[src/rtl/apb_uart_fifo.sv]
// APB-slave 8N1 UART: TX/RX byte FIFOs, programmable baud divisor, 16x oversampled
// receiver, sticky error flags and a maskable, registered level interrupt.

module apb_uart_fifo_buf #(
  parameter int DEPTH = 8,
  parameter int AW    = $clog2(DEPTH)
) (
  input  logic        clk,
  input  logic        rst_n,
  input  logic        push,
  input  logic        pop,
  input  logic [7:0]  wdata,
  output logic [7:0]  head,
  output logic        full,
  output logic        empty,
  output logic [AW:0] count
);
  logic [7:0]    mem [DEPTH];
  logic [AW-1:0] wptr, rptr;

  // NOTE: the storage array is deliberately not reset; pointers and count alone define validity.
  always_ff @(posedge clk) begin
    if (push) mem[wptr] <= wdata;
  end

  // NOTE: state is updated with non-blocking assignments so every flop samples pre-edge values.
  always_ff @(posedge clk or negedge rst_n) begin
    if (!rst_n) begin
      wptr  <= '0;
      rptr  <= '0;
      count <= '0;
    end else begin
      if (push) wptr <= wptr + 1'b1;
      if (pop)  rptr <= rptr + 1'b1;
      case ({push, pop})
        2'b10:   count <= count + 1'b1;
        2'b01:   count <= count - 1'b1;
        default: ;
      endcase
    end
  end

  assign head  = mem[rptr];
  assign full  = (count == (AW+1)'(DEPTH));
  assign empty = (count == '0);
endmodule

module apb_uart_fifo #(
  parameter int ADDR_W     = 4,
  parameter int DATA_W     = 32,
  parameter int FIFO_DEPTH = 8,
  parameter int DIV_W      = 16
) (
  input  logic              pclk,
  input  logic              prstn,
  input  logic              psel,
  input  logic              penable,
  input  logic              pwrite,
  input  logic [ADDR_W-1:0] paddr,
  input  logic [DATA_W-1:0] pwdata,
  output logic [DATA_W-1:0] prdata,
  output logic              pready,
  output logic              pslverr,
  input  logic              uart_rx,
  output logic              uart_tx,
  output logic              uart_irq
);
  localparam int AW = $clog2(FIFO_DEPTH);
  localparam logic [1:0] REG_DATA = 2'd0, REG_STATUS = 2'd1, REG_CTRL = 2'd2, REG_IE = 2'd3;

  typedef enum logic [1:0] {S_IDLE, S_START, S_DATA, S_STOP} uart_state_t;

  logic             wr_stb, rd_stb;
  logic [1:0]       widx;
  logic             tx_en, rx_en;
  logic [DIV_W-1:0] div;
  logic [2:0]       ie;
  logic             rx_ovr, frm_err, tx_ovf;
  logic [2:0]       sts_clr;

  logic             tx_push, tx_pop, tx_full, tx_empty, tx_busy, tx_tick, tx_bit_end;
  logic [7:0]       tx_head, tx_shr;
  logic [AW:0]      tx_count;
  uart_state_t      tx_state;
  logic [DIV_W-1:0] tx_bcnt;
  logic [3:0]       tx_tcnt;
  logic [2:0]       tx_bit;

  logic             rx_push, rx_pop, rx_full, rx_empty, rx_tick, rx_bit_end;
  logic             rx_s1, rx_s2, rx_prev, rx_fall, rx_stop_end;
  logic [7:0]       rx_head, rx_shr;
  logic [AW:0]      rx_count;
  uart_state_t      rx_state;
  logic [DIV_W-1:0] rx_bcnt;
  logic [3:0]       rx_tcnt;
  logic [2:0]       rx_bit;

  logic             unused_bits;

  assign wr_stb  = psel && penable && pwrite;
  assign rd_stb  = psel && penable && !pwrite;
  assign widx    = paddr[3:2];
  assign pready  = 1'b1;
  assign pslverr = 1'b0;
  assign sts_clr = (wr_stb && widx == REG_STATUS) ? pwdata[7:5] : 3'b000;

  // A push into a full FIFO is accepted only when a pop frees the slot in the same cycle.
  assign tx_pop      = (tx_state == S_IDLE) && tx_en && !tx_empty;
  assign tx_push     = wr_stb && widx == REG_DATA && (!tx_full || tx_pop);
  assign rx_pop      = rd_stb && widx == REG_DATA && !rx_empty;
  assign rx_stop_end = rx_en && (rx_state == S_STOP) && rx_bit_end;
  assign rx_push     = rx_stop_end && rx_s2 && (!rx_full || rx_pop);

  apb_uart_fifo_buf #(.DEPTH(FIFO_DEPTH)) u_tx_fifo (
    .clk(pclk), .rst_n(prstn), .push(tx_push), .pop(tx_pop), .wdata(pwdata[7:0]),
    .head(tx_head), .full(tx_full), .empty(tx_empty), .count(tx_count)
  );

  apb_uart_fifo_buf #(.DEPTH(FIFO_DEPTH)) u_rx_fifo (
    .clk(pclk), .rst_n(prstn), .push(rx_push), .pop(rx_pop), .wdata(rx_shr),
    .head(rx_head), .full(rx_full), .empty(rx_empty), .count(rx_count)
  );

  // NOTE: every output of this block gets a default first, so no latch is inferred.
  always_comb begin
    prdata = '0;
    if (psel && !pwrite) begin
      case (widx)
        REG_DATA:   if (!rx_empty) prdata[7:0] = rx_head;
        REG_STATUS: prdata[15:0] = {8'(rx_count), tx_ovf, frm_err, rx_ovr, tx_busy,
                                    rx_empty, rx_full, tx_empty, tx_full};
        REG_CTRL: begin
          prdata[16 +: DIV_W] = div;
          prdata[1:0]         = {rx_en, tx_en};
        end
        default:    prdata[2:0] = ie;
      endcase
    end
  end

  always_ff @(posedge pclk or negedge prstn) begin
    if (!prstn) begin
      tx_en    <= 1'b0;
      rx_en    <= 1'b0;
      div      <= '0;
      ie       <= '0;
      rx_ovr   <= 1'b0;
      frm_err  <= 1'b0;
      tx_ovf   <= 1'b0;
      uart_irq <= 1'b0;
    end else begin
      if (wr_stb && widx == REG_CTRL) begin
        tx_en <= pwdata[0];
        rx_en <= pwdata[1];
        div   <= pwdata[16 +: DIV_W];
      end
      if (wr_stb && widx == REG_IE) ie <= pwdata[2:0];
      // A set event in the same cycle as a write-1-to-clear wins.
      rx_ovr  <= (rx_stop_end && rx_s2 && rx_full && !rx_pop) || (rx_ovr && !sts_clr[0]);
      frm_err <= (rx_stop_end && !rx_s2) || (frm_err && !sts_clr[1]);
      tx_ovf  <= (wr_stb && widx == REG_DATA && tx_full && !tx_pop) || (tx_ovf && !sts_clr[2]);
      uart_irq <= (ie[0] && !rx_empty) || (ie[1] && tx_empty && !tx_busy) ||
                  (ie[2] && (rx_ovr || frm_err || tx_ovf));
    end
  end

  assign tx_busy    = (tx_state != S_IDLE);
  assign tx_tick    = (tx_bcnt >= div);
  assign tx_bit_end = tx_tick && tx_tcnt == 4'd15;

  always_ff @(posedge pclk or negedge prstn) begin
    if (!prstn) begin
      tx_state <= S_IDLE;
      tx_bcnt  <= '0;
      tx_tcnt  <= '0;
      tx_bit   <= '0;
      tx_shr   <= '0;
      uart_tx  <= 1'b1;
    end else begin
      tx_bcnt <= tx_tick ? '0 : tx_bcnt + 1'b1;
      if (tx_tick) tx_tcnt <= tx_tcnt + 1'b1;
      case (tx_state)
        S_IDLE: begin
          uart_tx <= 1'b1;
          if (tx_pop) begin
            tx_shr   <= tx_head;
            tx_bcnt  <= '0;
            tx_tcnt  <= '0;
            uart_tx  <= 1'b0;
            tx_state <= S_START;
          end
        end
        S_START: if (tx_bit_end) begin
          tx_state <= S_DATA;
          tx_bit   <= '0;
          uart_tx  <= tx_shr[0];
        end
        S_DATA: if (tx_bit_end) begin
          if (tx_bit == 3'd7) begin
            tx_state <= S_STOP;
            uart_tx  <= 1'b1;
          end else begin
            tx_shr  <= tx_shr >> 1;
            uart_tx <= tx_shr[1];
            tx_bit  <= tx_bit + 1'b1;
          end
        end
        default: if (tx_bit_end) tx_state <= S_IDLE;
      endcase
    end
  end

  assign rx_fall    = rx_prev && !rx_s2;
  assign rx_tick    = (rx_bcnt >= div);
  assign rx_bit_end = rx_tick && rx_tcnt == 4'd15;

  // The baud phase restarts on the start-bit edge so samples land mid-bit.
  always_ff @(posedge pclk or negedge prstn) begin
    if (!prstn) begin
      rx_s1    <= 1'b1;
      rx_s2    <= 1'b1;
      rx_prev  <= 1'b1;
      rx_state <= S_IDLE;
      rx_bcnt  <= '0;
      rx_tcnt  <= '0;
      rx_bit   <= '0;
      rx_shr   <= '0;
    end else begin
      rx_s1   <= uart_rx;
      rx_s2   <= rx_s1;
      rx_prev <= rx_s2;
      rx_bcnt <= rx_tick ? '0 : rx_bcnt + 1'b1;
      if (rx_tick) rx_tcnt <= rx_tcnt + 1'b1;
      if (!rx_en) begin
        rx_state <= S_IDLE;
      end else begin
        case (rx_state)
          S_IDLE: if (rx_fall) begin
            rx_state <= S_START;
            rx_bcnt  <= '0;
            rx_tcnt  <= '0;
          end
          S_START: if (rx_tick && rx_tcnt == 4'd7) begin
            rx_state <= rx_s2 ? S_IDLE : S_DATA;
            rx_tcnt  <= '0;
            rx_bit   <= '0;
          end
          S_DATA: if (rx_bit_end) begin
            rx_shr <= {rx_s2, rx_shr[7:1]};
            rx_bit <= rx_bit + 1'b1;
            if (rx_bit == 3'd7) rx_state <= S_STOP;
          end
          default: if (rx_bit_end) rx_state <= S_IDLE;
        endcase
      end
    end
  end

  assign unused_bits = ^{paddr, pwdata, tx_count};
endmodule

[config.mk]
export PLATFORM = sky130hd
export DESIGN_NAME = apb_uart_fifo
export DESIGN_NICKNAME = d
export VERILOG_FILES = /design/src/rtl/apb_uart_fifo.sv
export SDC_FILE = /design/constraint.sdc
export NUM_CORES = 1
export LEC_CHECK = 0
export ABC_AREA = 1
export BUFFER_PORTS_ARGS = -buffer_cell sky130_fd_sc_hd__buf_2
export CAP_MARGIN = 10
export CORE_UTILIZATION = 60
export CTS_BUF_LIST = sky130_fd_sc_hd__clkbuf_8
export CTS_CLUSTER_DIAMETER = 80
export DETAILED_ROUTE_END_ITERATION = 10
export GPL_ROUTABILITY_DRIVEN = 0
export PLACE_DENSITY = 0.79
export RECOVER_POWER = 50
export REMOVE_ABC_BUFFERS = 1
export SYNTH_ARGS = -nofsm -noshare
export SYNTH_HDL_FRONTEND = slang
export SYNTH_SLANG_ARGS = --single-unit
[constraint.sdc]
create_clock -name pclk -period 3.5 [get_ports pclk]
set_clock_uncertainty 0.15 [all_clocks]
set_input_delay 0.175 -clock pclk [delete_from_list [all_inputs] [get_ports pclk]]
set_output_delay 0.175 -clock pclk [all_outputs]
set_load 0.01 [all_outputs]
* After elaboration in Yosys (flattened, before gate mapping)
Memory sizes are Yosys's and may differ from the RTL's. Index checks and enable logic that the tools add are counted.
Operators by class: magnitude comparators 2, reductions and logical operators 74, equal/unequal tests 31, $add $sub $neg 14, mux-type cells 59
Operators by type and width (count):
- 16-bit 2-to-1 mux | 8
- 1-bit logical AND | 33
- 16-bit by 1-bit adder with 16-bit output, second input constant | 2
- 16-bit >= comparator | 2
- 32-bit 2-to-1 mux | 1
- 4-bit 2-to-1 mux | 8
- 8-bit 2-to-1 mux | 4
- 2-bit 2-to-1 mux | 12
- 4-bit one-hot mux with 2 select lines | 3
- 3-bit by 1-bit adder with 3-bit output, second input constant | 6
- 3-bit 2-to-1 mux | 6
- 2-bit one-hot mux with 3 select lines | 3
- 4-bit by 1-bit adder with 4-bit output, second input constant | 4
- 4-bit equality test, second input constant | 4
- 8-bit one-hot mux with 2 select lines | 1
- 2-bit equality test, second input constant | 7
- 2-bit inequality test, second input constant | 7
- 2-bit nonzero test | 7
- 1-bit zero test | 12
- 3-bit inequality test, second input constant | 4
- 3-bit one-hot mux with 2 select lines | 2
- 4-bit AND reduction | 3
- 2-bit by 1-bit equality test with 1-bit output, second input constant | 5
- 5-bit one-hot mux with 2 select lines | 1
- other kinds (12) | 35
Word-level totals: bits in registers 115, memory bits (writable) 128, memories kept 2
Memory list:
- u_rx_fifo.mem | depth 8, bits a word 8, read ports 1, clocked after memory_dff 0, wr ports 1, RTL line 18 | logic [7:0] mem [DEPTH];
- u_tx_fifo.mem | depth 8, bits a word 8, read ports 1, clocked after memory_dff 0, wr ports 1, RTL line 18

* Depth between registers and ports, before layout
Gate-level depths: netlist (run 1).
depth after elaboration 8, depth in mapped cells 21

* Cells and area by module
Synthesis (run 1) repeated with hierarchy kept, for this count alone.
Second synthesis, totals: cells, all modules 1235, area, all modules 11817.6 µm²
By module, submodules not included:
- apb_uart_fifo | sequential area each 2382.3 µm², cells an instance 721, area each 5723.0 µm², times used 1
- apb_uart_fifo_buf (u_rx_fifo) | sequential area each 2172.1 µm², cells an instance 257, area each 3051.7 µm², times used 1
- apb_uart_fifo_buf (u_tx_fifo) | sequential area each 2172.1 µm², cells an instance 257, area each 3042.9 µm², times used 1

* Worst setup path before layout (run 1)
OpenSTA, ideal clock, no wires.
path type register to register, start register rx_bcnt[5], end memory u_rx_fifo.mem[0][0] (enable), data arrival time 2370 ps, slack 596 ps, cell stages (with the launch flop) 15, cell sequence dfrtp_1 ha_1 nand2_1 inv_1 nand2_2 nor2_1 nor2_1 nand2_1 nand2_2 nand2_4 nand4_4 a21oi_4 inv_2 or2_4 nor3_1
On the way: cells in the longest elaborated chain, start to end 7
RTL lines:
- start, declared | RTL line 94 | logic [DIV_W-1:0] rx_bcnt;
- start signal, assigned | RTL line 232 | rx_bcnt <= rx_tick ? '0 : rx_bcnt + 1'b1;
- 16-bit >= comparator | RTL line 214 | assign rx_tick = (rx_bcnt >= div);
- 1-bit logical AND | RTL line 215 | assign rx_bit_end = rx_tick && rx_tcnt == 4'd15;
- 1-bit logical AND | RTL line 111 | assign rx_stop_end = rx_en && (rx_state == S_STOP) && rx_bit_end;
- 1-bit logical AND (2 in a row) | RTL line 112 | assign rx_push = rx_stop_end && rx_s2 && (!rx_full || rx_pop);
- 1-bit 2-to-1 mux | RTL line 23 | if (push) mem[wptr] <= wdata;
- 1-bit 2-to-1 mux (implied by the code) | RTL line 23
- end, declared | RTL line 18
Every way passes these cells.

* Worst setup path after layout (run 1)
start register tx_state[0], end register u_tx_fifo.count[3]
On the way: cells in the longest elaborated chain, start to end 7, elaborated cells between the ends (all ways) 9
RTL lines:
- start, declared | RTL line 84 | uart_state_t tx_state;
- start signal, assigned | RTL line 173 | tx_state <= S_IDLE;
- start signal, assigned | RTL line 190 | tx_state <= S_START;
- start signal, assigned | RTL line 194 | tx_state <= S_DATA;
- 2-bit zero test * | RTL line 108 | assign tx_pop = (tx_state == S_IDLE) && tx_en && !tx_empty;
- 1-bit logical AND * (2 in a row) | RTL line 108
- named net tx_pop | RTL line 81 | logic tx_push, tx_pop, tx_full, tx_empty, tx_busy, tx_tick, tx_bit_end;
- 1-bit logical OR | RTL line 109 | assign tx_push = wr_stb && widx == REG_DATA && (!tx_full || tx_pop);
- 1-bit logical AND | RTL line 109
- 2-bit by 1-bit equality test with 1-bit output / 2-bit equality test (equally long branches) | RTL line 35 | case ({push, pop})
- 4-bit one-hot mux with 2 select lines / 2-bit nonzero test (equally long branches)
- end signal, assigned | RTL line 36 | 2'b10: count <= count + 1'b1;
- end signal, assigned | RTL line 37 | 2'b01: count <= count - 1'b1;
- end, declared | RTL line 16 | output logic [AW:0] count
The timed path passes the listed nets; every way through them passes the cells marked *. A chain may end at the register's enable or synchronous reset.

==> results of run 1 <==
[flip-flops by register name (all words and copies together) (netlist names), 3 cells and up]
name	cells
u_rx_fifo.mem	64
u_tx_fifo.mem	64
div	16
rx_bcnt	16
tx_bcnt	16
rx_shr	8
tx_shr	8
rx_tcnt	4
tx_tcnt	4
u_rx_fifo.count	4
u_tx_fifo.count	4
ie	3
rx_bit	3
tx_bit	3
u_rx_fifo.rptr	3
u_rx_fifo.wptr	3
u_tx_fifo.rptr	3
u_tx_fifo.wptr	3
[path summary, 6_finish.rpt]
path | start | endpoint | slack [ns] | cells after the start
max | tx_state[0]$_DFFE_PN0P_ | u_tx_fifo.count[3]$_DFFE_PN0P_ | 0.41 | 14
min in group asynchronous | prstn | tx_shr[4]$_DFFE_PN0P_ | 0.94 | 3
min | psel | rx_ovr$_DFF_PN0_ | 0.05 | 6
max in group asynchronous | prstn | tx_shr[0]$_DFFE_PN0P_ | 0.68 | 3
max reg2reg | tx_state[0]$_DFFE_PN0P_ | u_tx_fifo.count[3]$_DFFE_PN0P_ | 0.41 | 14
min reg2reg | rx_s1$_DFF_PN1_ | rx_s2$_DFF_PN1_ | 0.21 | 0
[through the flow]
step                       util  setup WS, ns
after detailed placement  0.646         0.455
final                     0.706         0.410
after floorplan               -         0.596
after global placement    0.646         0.594
after CTS                 0.708         0.444
after global routing      0.706         0.102
[layer usage]
layer	up-vias	GRT usage
li1	4102	-
met1	4074	0.355
met2	284	0.425
met3	68	0.0475
met4	0	0.118
met5	-	0
[worst min-delay path: stages]
cell and delay (ns):
sky130_fd_sc_hd__buf_2 0.11, sky130_fd_sc_hd__nand2_1 0.06, sky130_fd_sc_hd__nor2_1 0.10, sky130_fd_sc_hd__nand3_1 0.13, sky130_fd_sc_hd__nand2_1 0.06, sky130_fd_sc_hd__o21ai_0 0.06
[power groups by stage]
stage                     clock network, mW  registers, mW  logic, mW
after global routing                   2.76           3.68       2.64
after detailed placement                  0           3.69       2.28
after floorplan                           0           3.68       1.59
after global placement                    0           3.67       2.18
final                                  2.58           3.64       2.33
after CTS                              2.63           3.64       2.33
[logic make-up after synthesis]
group / synth area share
compound gates: 0.102
buf+inv: 0.0510
flops: 0.587
other cells: 0.000655
fa+ha+maj: 0.0574
mux: 0.0126
simple gates: 0.167
xor+xnor: 0.0222
[cell usage in the layout (no fill, tap or decap), types with 14 or more instances in the layout]
| cell | count |
|---|---|
| sky130_fd_sc_hd__nand3_1 | 41 |
| sky130_fd_sc_hd__buf_2 | 50 |
| sky130_fd_sc_hd__dlygate4sd3_1 | 31 |
| sky130_fd_sc_hd__buf_4 | 22 |
| sky130_fd_sc_hd__nand2_1 | 151 |
| sky130_fd_sc_hd__dfrtp_1 | 111 |
| sky130_fd_sc_hd__o22ai_1 | 14 |
| sky130_fd_sc_hd__edfxtp_1 | 128 |
| sky130_fd_sc_hd__ha_1 | 51 |
| sky130_fd_sc_hd__a21oi_1 | 51 |
| sky130_fd_sc_hd__inv_1 | 111 |
| sky130_fd_sc_hd__nor2_1 | 150 |
| sky130_fd_sc_hd__o21ai_0 | 94 |
| sky130_fd_sc_hd__xor2_1 | 22 |
| sky130_fd_sc_hd__nor3_1 | 43 |
| sky130_fd_sc_hd__clkbuf_8 | 48 |
[timing repair]
item | 4_1_cts | 5_1_grt
setup buffers | 0 | 0
hold endpoints to repair | 204 | 0
hold buffers | 31 | 0
[layout make-up]
type | instances | area share
Clock inverter | 25 | 0.0142
Multi-Input combinational cell | 732 | 0.315
Antenna cell | 1 | 0.000190
Inverter | 109 | 0.0310
Tap cell | 234 | 0.0222
Sequential cell | 243 | 0.509
Clock buffer | 48 | 0.0500
Timing Repair Buffer | 115 | 0.0584
==> flow_results.xml, run 1 <==
<?xml version="1.0" encoding="UTF-8"?>
<metrics>
  <group name="grt">
    <metric name="first_global_vias" unit="">8347</metric>
    <metric name="global_route.overflow_total" unit="">0</metric>
    <metric name="grt_pass1_wl" unit="mm">40.8</metric>
    <metric name="gr-usage-all-layers" unit="">0.265</metric>
    <metric name="maximum_number_of_pins_on_one_net_before_global_route_repair" unit="">116</metric>
    <metric name="grt_antenna_before_repair" unit="">1</metric>
  </group>
  <group name="setup_path">
    <metric name="crit_fanout" unit="">8</metric>
    <metric name="crit_arrival" unit="ns">3.35</metric>
    <metric name="crit_family" unit="">adder cells</metric>
    <metric name="number_of_buffer_and_inverter_stages_on_the_critical_path" unit="">3</metric>
    <metric name="critical-path-slowest-cell" unit="">sky130_fd_sc_hd__dfrtp_1</metric>
    <metric name="setup.worst_path.start_class" unit="">register</metric>
    <metric name="required" unit="ns">3.76</metric>
    <metric name="critPathMaxStageDelay" unit="ns">0.38</metric>
    <metric name="critical_path.cell_chain" unit="">inv_1 &gt; ha_1 &gt; inv_1 &gt; nor3_4 &gt; clkbuf_1 &gt; ha_1 &gt; ha_1 &gt; nand2_1 &gt; nor2_1 &gt; a211oi_1 &gt; nor2_1 &gt; nor2_1 &gt; nand2_1 &gt; xor2_1</metric>
    <metric name="end_kind" unit="">register</metric>
    <metric name="cp_class" unit="">register to register</metric>
  </group>
  <group name="floorplan">
    <metric name="floorplan.rows" unit="">50</metric>
    <metric name="dieArea" unit="um2">19700</metric>
    <metric name="boundaryPins" unit="">78</metric>
    <metric name="chipHeight" unit="um">140</metric>
    <metric name="chipWidth" unit="um">140</metric>
    <metric name="core_area" unit="um2">18700</metric>
    <metric name="initial_core_util" unit="">0.613</metric>
  </group>
  <group name="power">
    <metric name="clock_power_share" unit="">0.302</metric>
    <metric name="power_leakage" unit="nW">5.79</metric>
    <metric name="internal_power" unit="mW">5.64</metric>
    <metric name="vdd_ir_drop_max" unit="mV">0.443</metric>
    <metric name="power.share.combinational" unit="">0.273</metric>
    <metric name="flop_pwr_share" unit="">0.426</metric>
    <metric name="switching_power" unit="mW">2.91</metric>
    <metric name="report.power.total" unit="mW">8.56</metric>
    <metric name="sw_frac_of_total" unit="">0.340</metric>
    <metric name="power-per-cell-area" unit="nW/um2">648</metric>
  </group>
  <group name="cells_and_area">
    <metric name="final-instance-count-excl-fill" unit="">1507</metric>
    <metric name="layout_area_overhead" unit="%">15.2</metric>
    <metric name="finish.net_count" unit="">1335</metric>
    <metric name="final-seq-area" unit="um2">6730</metric>
    <metric name="fillCellCount" unit="">1319</metric>
    <metric name="multi_input_area" unit="um2">4150</metric>
    <metric name="drive_above_1_share" unit="">0.131</metric>
    <metric name="finish.instance_area" unit="um2">13200</metric>
  </group>
  <group name="clock_tree">
    <metric name="insertion_delay" unit="ns">0.54</metric>
    <metric name="tritoncts" unit="">done</metric>
    <metric name="clockBufferDepth" unit="">3</metric>
    <metric name="cts_buffers" unit="">40</metric>
    <metric name="clk_pin_slew" unit="ns">0.06</metric>
    <metric name="clock-root-buffer" unit="">sky130_fd_sc_hd__clkbuf_8</metric>
    <metric name="cts.sinks" unit="">243</metric>
    <metric name="post_cts.resized_instances" unit="">0</metric>
    <metric name="htree_num_levels" unit="">2</metric>
  </group>
  <group name="route">
    <metric name="drt-wirelength-per-cell" unit="um">16.7</metric>
    <metric name="wl_met2" unit="mm">11.9</metric>
    <metric name="drtAntennaViolNets" unit="">0</metric>
    <metric name="dr.first_iter.drc_count" unit="">689</metric>
    <metric name="met1Wirelength" unit="mm">10.9</metric>
    <metric name="drt-total-wl" unit="mm">25.2</metric>
    <metric name="drc" unit="">0</metric>
    <metric name="drt-pass1-iter-count" unit="">5</metric>
    <metric name="length_of_routed_met3_wiring" unit="mm">1.55</metric>
    <metric name="routed.top_layer" unit="">met4</metric>
    <metric name="vias_per_cell" unit="">5.66</metric>
    <metric name="route.vias.total" unit="">8528</metric>
  </group>
  <group name="timing">
    <metric name="final.setup.tns" unit="ns">0</metric>
    <metric name="endpoints_failing_setup" unit="">0</metric>
    <metric name="worst_slew_pin_slew" unit="ns">2.62</metric>
    <metric name="achievable-frequency" unit="MHz">324</metric>
    <metric name="final-hold-violation-count" unit="">0</metric>
    <metric name="finalCritPeriodShare" unit="">0.883</metric>
    <metric name="final_max_slew_viols" unit="">116</metric>
    <metric name="holdWs" unit="ns">0.0533</metric>
    <metric name="timing.slew.headroom" unit="">-0.748</metric>
    <metric name="rsz0062_at_grt" unit="">no</metric>
    <metric name="finalCriticalPeriod" unit="ns">3.09</metric>
  </group>
  <group name="logic_synthesis">
    <metric name="synth_seq_cells" unit="">243</metric>
    <metric name="synth.area.top_cells" unit="">sky130_fd_sc_hd__edfxtp_1 34%, sky130_fd_sc_hd__dfrtp_1 24%, sky130_fd_sc_hd__ha_1 5.6%</metric>
    <metric name="synth.distinct_cells" unit="">52</metric>
    <metric name="syn_area" unit="um2">11500</metric>
    <metric name="synth_largest_area_cell" unit="">sky130_fd_sc_hd__edfxtp_1</metric>
    <metric name="yosys_warnings" unit="">0</metric>
    <metric name="commonest_cells_in_the_synthesized_netlist" unit="">150 x sky130_fd_sc_hd__nand2_1, 150 x sky130_fd_sc_hd__nor2_1, 128 x sky130_fd_sc_hd__edfxtp_1</metric>
    <metric name="post_synth_edffs" unit="">128</metric>
    <metric name="synth_largest_type_area_fraction" unit="">0.335</metric>
    <metric name="synth_seq_area_share" unit="">0.587</metric>
    <metric name="ys_async_sr_fraction" unit="">0.473</metric>
    <metric name="synth_cells" unit="">1119</metric>
    <metric name="postSynthAreaPerCell" unit="um2">10.2</metric>
    <metric name="ys.flop_type" unit="">sky130_fd_sc_hd__edfxtp_1</metric>
  </group>
  <group name="placement">
    <metric name="placedInstanceArea" unit="um2">12100</metric>
    <metric name="place.detailed.hpwl" unit="mm">15.9</metric>
    <metric name="io_buffers" unit="">61</metric>
    <metric name="dp_cells" unit="">1402</metric>
  </group>
  <group name="flow_run">
    <metric name="drv_cap" unit="">1</metric>
  </group>
  <group name="worst_hold_path">
    <metric name="worstHoldPathType" unit="">input port to register</metric>
  </group>
  <group name="outcome">
    <metric name="failed_checks" unit="">max-capacitance violations, max-slew violations</metric>
    <metric name="run_status" unit="">finished, violations left</metric>
  </group>
</metrics>
Note: power is estimated with default switching activity, not from simulation.
==> inputs of run 2 (changes only) <==
--- a/config.mk
+++ b/config.mk
@@ -5,12 +5,11 @@
 export SDC_FILE = /design/constraint.sdc
 export NUM_CORES = 1
 export LEC_CHECK = 0
-export ABC_AREA = 1
 export BUFFER_PORTS_ARGS = -buffer_cell sky130_fd_sc_hd__buf_2
-export CAP_MARGIN = 10
 export CORE_UTILIZATION = 60
 export CTS_BUF_LIST = sky130_fd_sc_hd__clkbuf_8
 export CTS_CLUSTER_DIAMETER = 80
+export CTS_CLUSTER_SIZE = 24
 export DETAILED_ROUTE_END_ITERATION = 10
 export GPL_ROUTABILITY_DRIVEN = 0
 export PLACE_DENSITY = 0.79
==> flow_results.xml, run 2 <==
<?xml version="1.0" encoding="UTF-8"?>
<metrics>
  <group name="floorplan">
    <metric name="dieArea" unit="um2">19400</metric>
    <metric name="initial_core_util" unit="">0.622</metric>
    <metric name="chipHeight" unit="um">139</metric>
    <metric name="boundaryPins" unit="">78</metric>
    <metric name="chipWidth" unit="um">139</metric>
    <metric name="core_area" unit="um2">18200</metric>
    <metric name="floorplan.rows" unit="">49</metric>
  </group>
  <group name="setup_path">
    <metric name="critPathMaxStageDelay" unit="ns">0.60</metric>
    <metric name="critical-path-slowest-cell" unit="">sky130_fd_sc_hd__or4_4</metric>
    <metric name="cp-startpoint" unit="">div[15]$_DFFE_PN0P_</metric>
    <metric name="number_of_buffer_and_inverter_stages_on_the_critical_path" unit="">2</metric>
    <metric name="end_kind" unit="">register</metric>
    <metric name="cp_class" unit="">register to register</metric>
    <metric name="crit_arrival" unit="ns">3.32</metric>
    <metric name="r2r_start" unit="">div[15]$_DFFE_PN0P_</metric>
    <metric name="crit_fanout" unit="">8</metric>
    <metric name="setup.reg_to_reg.worst_slack" unit="ns">0.26</metric>
    <metric name="r2r_end" unit="">u_rx_fifo.mem[0][4]$_DFFE_PP_</metric>
    <metric name="required" unit="ns">3.57</metric>
    <metric name="r2r.worst_path.cells" unit="">9</metric>
    <metric name="setup.worst_path.start_class" unit="">register</metric>
    <metric name="crit_family" unit="">simple AND/OR/NAND/NOR gates</metric>
    <metric name="critical_path.cell_chain" unit="">inv_1 &gt; ha_1 &gt; and4_1 &gt; nand4_1 &gt; or4_4 &gt; a31oi_4 &gt; nand3_1 &gt; nor4_1 &gt; buf_4</metric>
  </group>
  <group name="flow_run">
    <metric name="drv_cap" unit="">1</metric>
  </group>
  <group name="worst_hold_path">
    <metric name="hold_crit_start" unit="">penable</metric>
    <metric name="worstHoldPathType" unit="">input port to register</metric>
    <metric name="timing.hold.worst_endpoint" unit="">ie[1]$_DFFE_PN0P_</metric>
    <metric name="min_delay_path_depth" unit="">4</metric>
  </group>
  <group name="clock_tree">
    <metric name="cts_buffers" unit="">14</metric>
    <metric name="clk_pin_slew" unit="ns">0.15</metric>
    <metric name="clock-root-buffer" unit="">sky130_fd_sc_hd__clkbuf_8</metric>
    <metric name="cts_hold_buffers" unit="">29</metric>
    <metric name="post_cts_buffers" unit="">0</metric>
    <metric name="clockBufferDepth" unit="">3</metric>
    <metric name="htree_num_levels" unit="">1</metric>
    <metric name="post_cts.resized_instances" unit="">0</metric>
    <metric name="insertion_delay" unit="ns">0.53</metric>
    <metric name="tritoncts" unit="">done</metric>
    <metric name="cts.sinks" unit="">243</metric>
  </group>
  <group name="cells_and_area">
    <metric name="drive_above_1_share" unit="">0.160</metric>
    <metric name="finish.net_count" unit="">1066</metric>
    <metric name="final_common_cell" unit="">sky130_fd_sc_hd__edfxtp_1</metric>
    <metric name="layout.cells.most_common_list" unit="">128 x sky130_fd_sc_hd__edfxtp_1, 111 x sky130_fd_sc_hd__dfrtp_1, 83 x sky130_fd_sc_hd__nor2_1, 76 x sky130_fd_sc_hd__nand2_1, 51 x sky130_fd_sc_hd__ha_1</metric>
    <metric name="largest_registers" unit="">u_rx_fifo.mem (64), u_tx_fifo.mem (64)</metric>
    <metric name="layout_area_overhead" unit="%">10.1</metric>
  </group>
  <group name="power">
    <metric name="power_leakage" unit="nW">5.26</metric>
    <metric name="flop_pwr_share" unit="">0.540</metric>
    <metric name="power.share.combinational" unit="">0.273</metric>
    <metric name="sw_frac_of_total" unit="">0.326</metric>
    <metric name="power-per-cell-area" unit="nW/um2">545</metric>
    <metric name="clock_power_share" unit="">0.187</metric>
    <metric name="internal_power" unit="mW">4.58</metric>
    <metric name="vdd_ir_drop_max" unit="mV">0.388</metric>
    <metric name="switching_power" unit="mW">2.22</metric>
  </group>
  <group name="logic_synthesis">
    <metric name="synth.distinct_cells" unit="">64</metric>
    <metric name="synth-simple-area-share" unit="">0.114</metric>
    <metric name="yosys-mux-area-fraction" unit="">0.106</metric>
    <metric name="yosys_warnings" unit="">0</metric>
    <metric name="post_synth_edffs" unit="">128</metric>
    <metric name="largest_family_of_logic_cells_by_synthesized_area" unit="">simple AND/OR/NAND/NOR gates</metric>
    <metric name="synth.area.top_cells" unit="">sky130_fd_sc_hd__edfxtp_1 34%, sky130_fd_sc_hd__dfrtp_1 25%, sky130_fd_sc_hd__mux4_2 6.4%</metric>
    <metric name="synth-xor-area-share" unit="">0.0379</metric>
    <metric name="synth_seq_area_share" unit="">0.594</metric>
    <metric name="ys.flop_type" unit="">sky130_fd_sc_hd__edfxtp_1</metric>
    <metric name="syn_area" unit="um2">11300</metric>
    <metric name="ys_async_sr_fraction" unit="">0.473</metric>
    <metric name="post-synth-top-count-cell" unit="">sky130_fd_sc_hd__edfxtp_1</metric>
    <metric name="synth_compound_area_frac" unit="">0.0618</metric>
    <metric name="synth_largest_area_cell" unit="">sky130_fd_sc_hd__edfxtp_1</metric>
    <metric name="synth_cells" unit="">877</metric>
    <metric name="synth_largest_type_area_fraction" unit="">0.340</metric>
    <metric name="postSynthAreaPerCell" unit="um2">12.9</metric>
    <metric name="synth_seq_cells" unit="">243</metric>
    <metric name="commonest_cells_in_the_synthesized_netlist" unit="">128 x sky130_fd_sc_hd__edfxtp_1, 111 x sky130_fd_sc_hd__dfrtp_1, 83 x sky130_fd_sc_hd__nor2_1</metric>
    <metric name="yosys.area_share.adder" unit="">0.0581</metric>
  </group>
  <group name="timing">
    <metric name="achievable-frequency" unit="MHz">308</metric>
    <metric name="worst_slew_pin_slew" unit="ns">1.54</metric>
    <metric name="final_setup_slack_of_the_worst_path" unit="ns">0.256</metric>
    <metric name="rsz0062_at_grt" unit="">no</metric>
    <metric name="endpoints_failing_setup" unit="">0</metric>
    <metric name="final.setup.tns" unit="ns">0</metric>
    <metric name="finalCritPeriodShare" unit="">0.927</metric>
    <metric name="finalCriticalPeriod" unit="ns">3.24</metric>
    <metric name="final_max_slew_viols" unit="">61</metric>
    <metric name="timing.slew.headroom" unit="">-0.0266</metric>
    <metric name="final-hold-violation-count" unit="">0</metric>
  </group>
  <group name="route">
    <metric name="drt-total-wl" unit="mm">22.9</metric>
    <metric name="drt-pass1-iter-count" unit="">7</metric>
    <metric name="vias_per_cell" unit="">5.85</metric>
    <metric name="met1Wirelength" unit="mm">10.3</metric>
    <metric name="wl_met2" unit="mm">11.1</metric>
    <metric name="route.vias.total" unit="">7083</metric>
    <metric name="drt-wirelength-per-cell" unit="um">18.9</metric>
    <metric name="routed.top_layer" unit="">met4</metric>
    <metric name="dr.first_iter.drc_count" unit="">564</metric>
    <metric name="length_of_routed_met3_wiring" unit="mm">1.12</metric>
    <metric name="drc" unit="">0</metric>
    <metric name="drtAntennaViolNets" unit="">0</metric>
  </group>
  <group name="outcome">
    <metric name="run_status" unit="">finished, violations left</metric>
    <metric name="failed_checks" unit="">max-capacitance violations, max-slew violations</metric>
  </group>
  <group name="placement">
    <metric name="io_buffers" unit="">61</metric>
    <metric name="place.detailed.hpwl" unit="mm">15.9</metric>
    <metric name="dp_slack" unit="ns">0.331</metric>
  </group>
  <group name="grt">
    <metric name="first_global_vias" unit="">7063</metric>
    <metric name="grt_pass1_wl" unit="mm">37.1</metric>
    <metric name="grt_antenna_before_repair" unit="">1</metric>
    <metric name="global_route.overflow_total" unit="">0</metric>
    <metric name="maximum_number_of_pins_on_one_net_before_global_route_repair" unit="">61</metric>
    <metric name="gr-usage-all-layers" unit="">0.245</metric>
  </group>
</metrics>
[run 2: changes by cell type in the layout (fill, tap and decap cells not counted), sizes merged, moves of 14 or more]
cell / delta
a21oi: -24
and3: +14
clkbuf: -31
inv: -76
mux2: +17
mux4: +32
nand2: -82
nor2: -73
nor3: -34
nor4: +19
o21ai: -56
xnor2: +17
[run 2: per-stage QoR]
stage                     power, mW  hold slack (ns)  instances  cell area, um2   util
after detailed placement       5.57            0.134       1156           11900  0.656
after global placement         5.47            0.131       1156           11900  0.656
final                          6.80           0.0346       1210           12500  0.684
after CTS                      6.85           0.0128       1209           12500  0.686
after floorplan                4.96           -0.271        841           11200      -
after global routing           7.20           0.0575       1210           12500  0.684
[run 2: tightest hold or removal path, delay by kind of cell]
kind | cells | cell delay [ns]
buffers and inverters | 1 | 0.12
multiplexers | 1 | 0.15
AND/OR/NAND/NOR | 2 | 0.23
[run 2: how the worst max path moves through the flow]
stage / to / cells after the start
6_report: u_rx_fifo.mem[0][4]$_DFFE_PP_ / 9
5_1_grt: u_rx_fifo.mem[0][4]$_DFFE_PP_ / 9
4_1_cts: u_rx_fifo.mem[2][4]$_DFFE_PP_ / 9
3_5_place_dp: u_rx_fifo.mem[0][3]$_DFFE_PP_ / 9
3_3_place_gp: u_rx_fifo.mem[0][3]$_DFFE_PP_ / 9
2_1_floorplan: u_rx_fifo.mem[0][0]$_DFFE_PP_ / 7
[run 2: logic make-up after synthesis]
kind of cell / after synthesis
simple gates: 275
flops: 243
compound gates: 108
mux: 74
buf+inv: 74
fa+ha+maj: 52
xor+xnor: 49
other cells: 2
[run 2: power groups by stage]
stage          combinational (mW)  clock, mW  sequential [mW]
4_1_cts                      1.88       1.30             3.67
5_1_grt                      2.09       1.40             3.72
3_3_place_gp                 1.76          0             3.71
2_1_floorplan                1.25          0             3.71
3_5_place_dp                 1.84          0             3.73
6_report                     1.85       1.27             3.67
[run 2: final cells by class]
cell class / count / area (um2)
antenna: 1 / 2.50
clock buffer: 15 / 206
clock inverter: 9 / 48.8
fill: 1260 / 5750
inverter: 34 / 128
multi-input combinational: 564 / 4300
sequential: 243 / 6730
tap: 229 / 287
timing repair buffer: 115 / 763
[run 2: per-layer routing]
layer  GRT usage  vias up
li1            -     3372
met5           0        -
met3      0.0320       28
met1       0.355     3500
met2       0.401      183
met4      0.0538        0
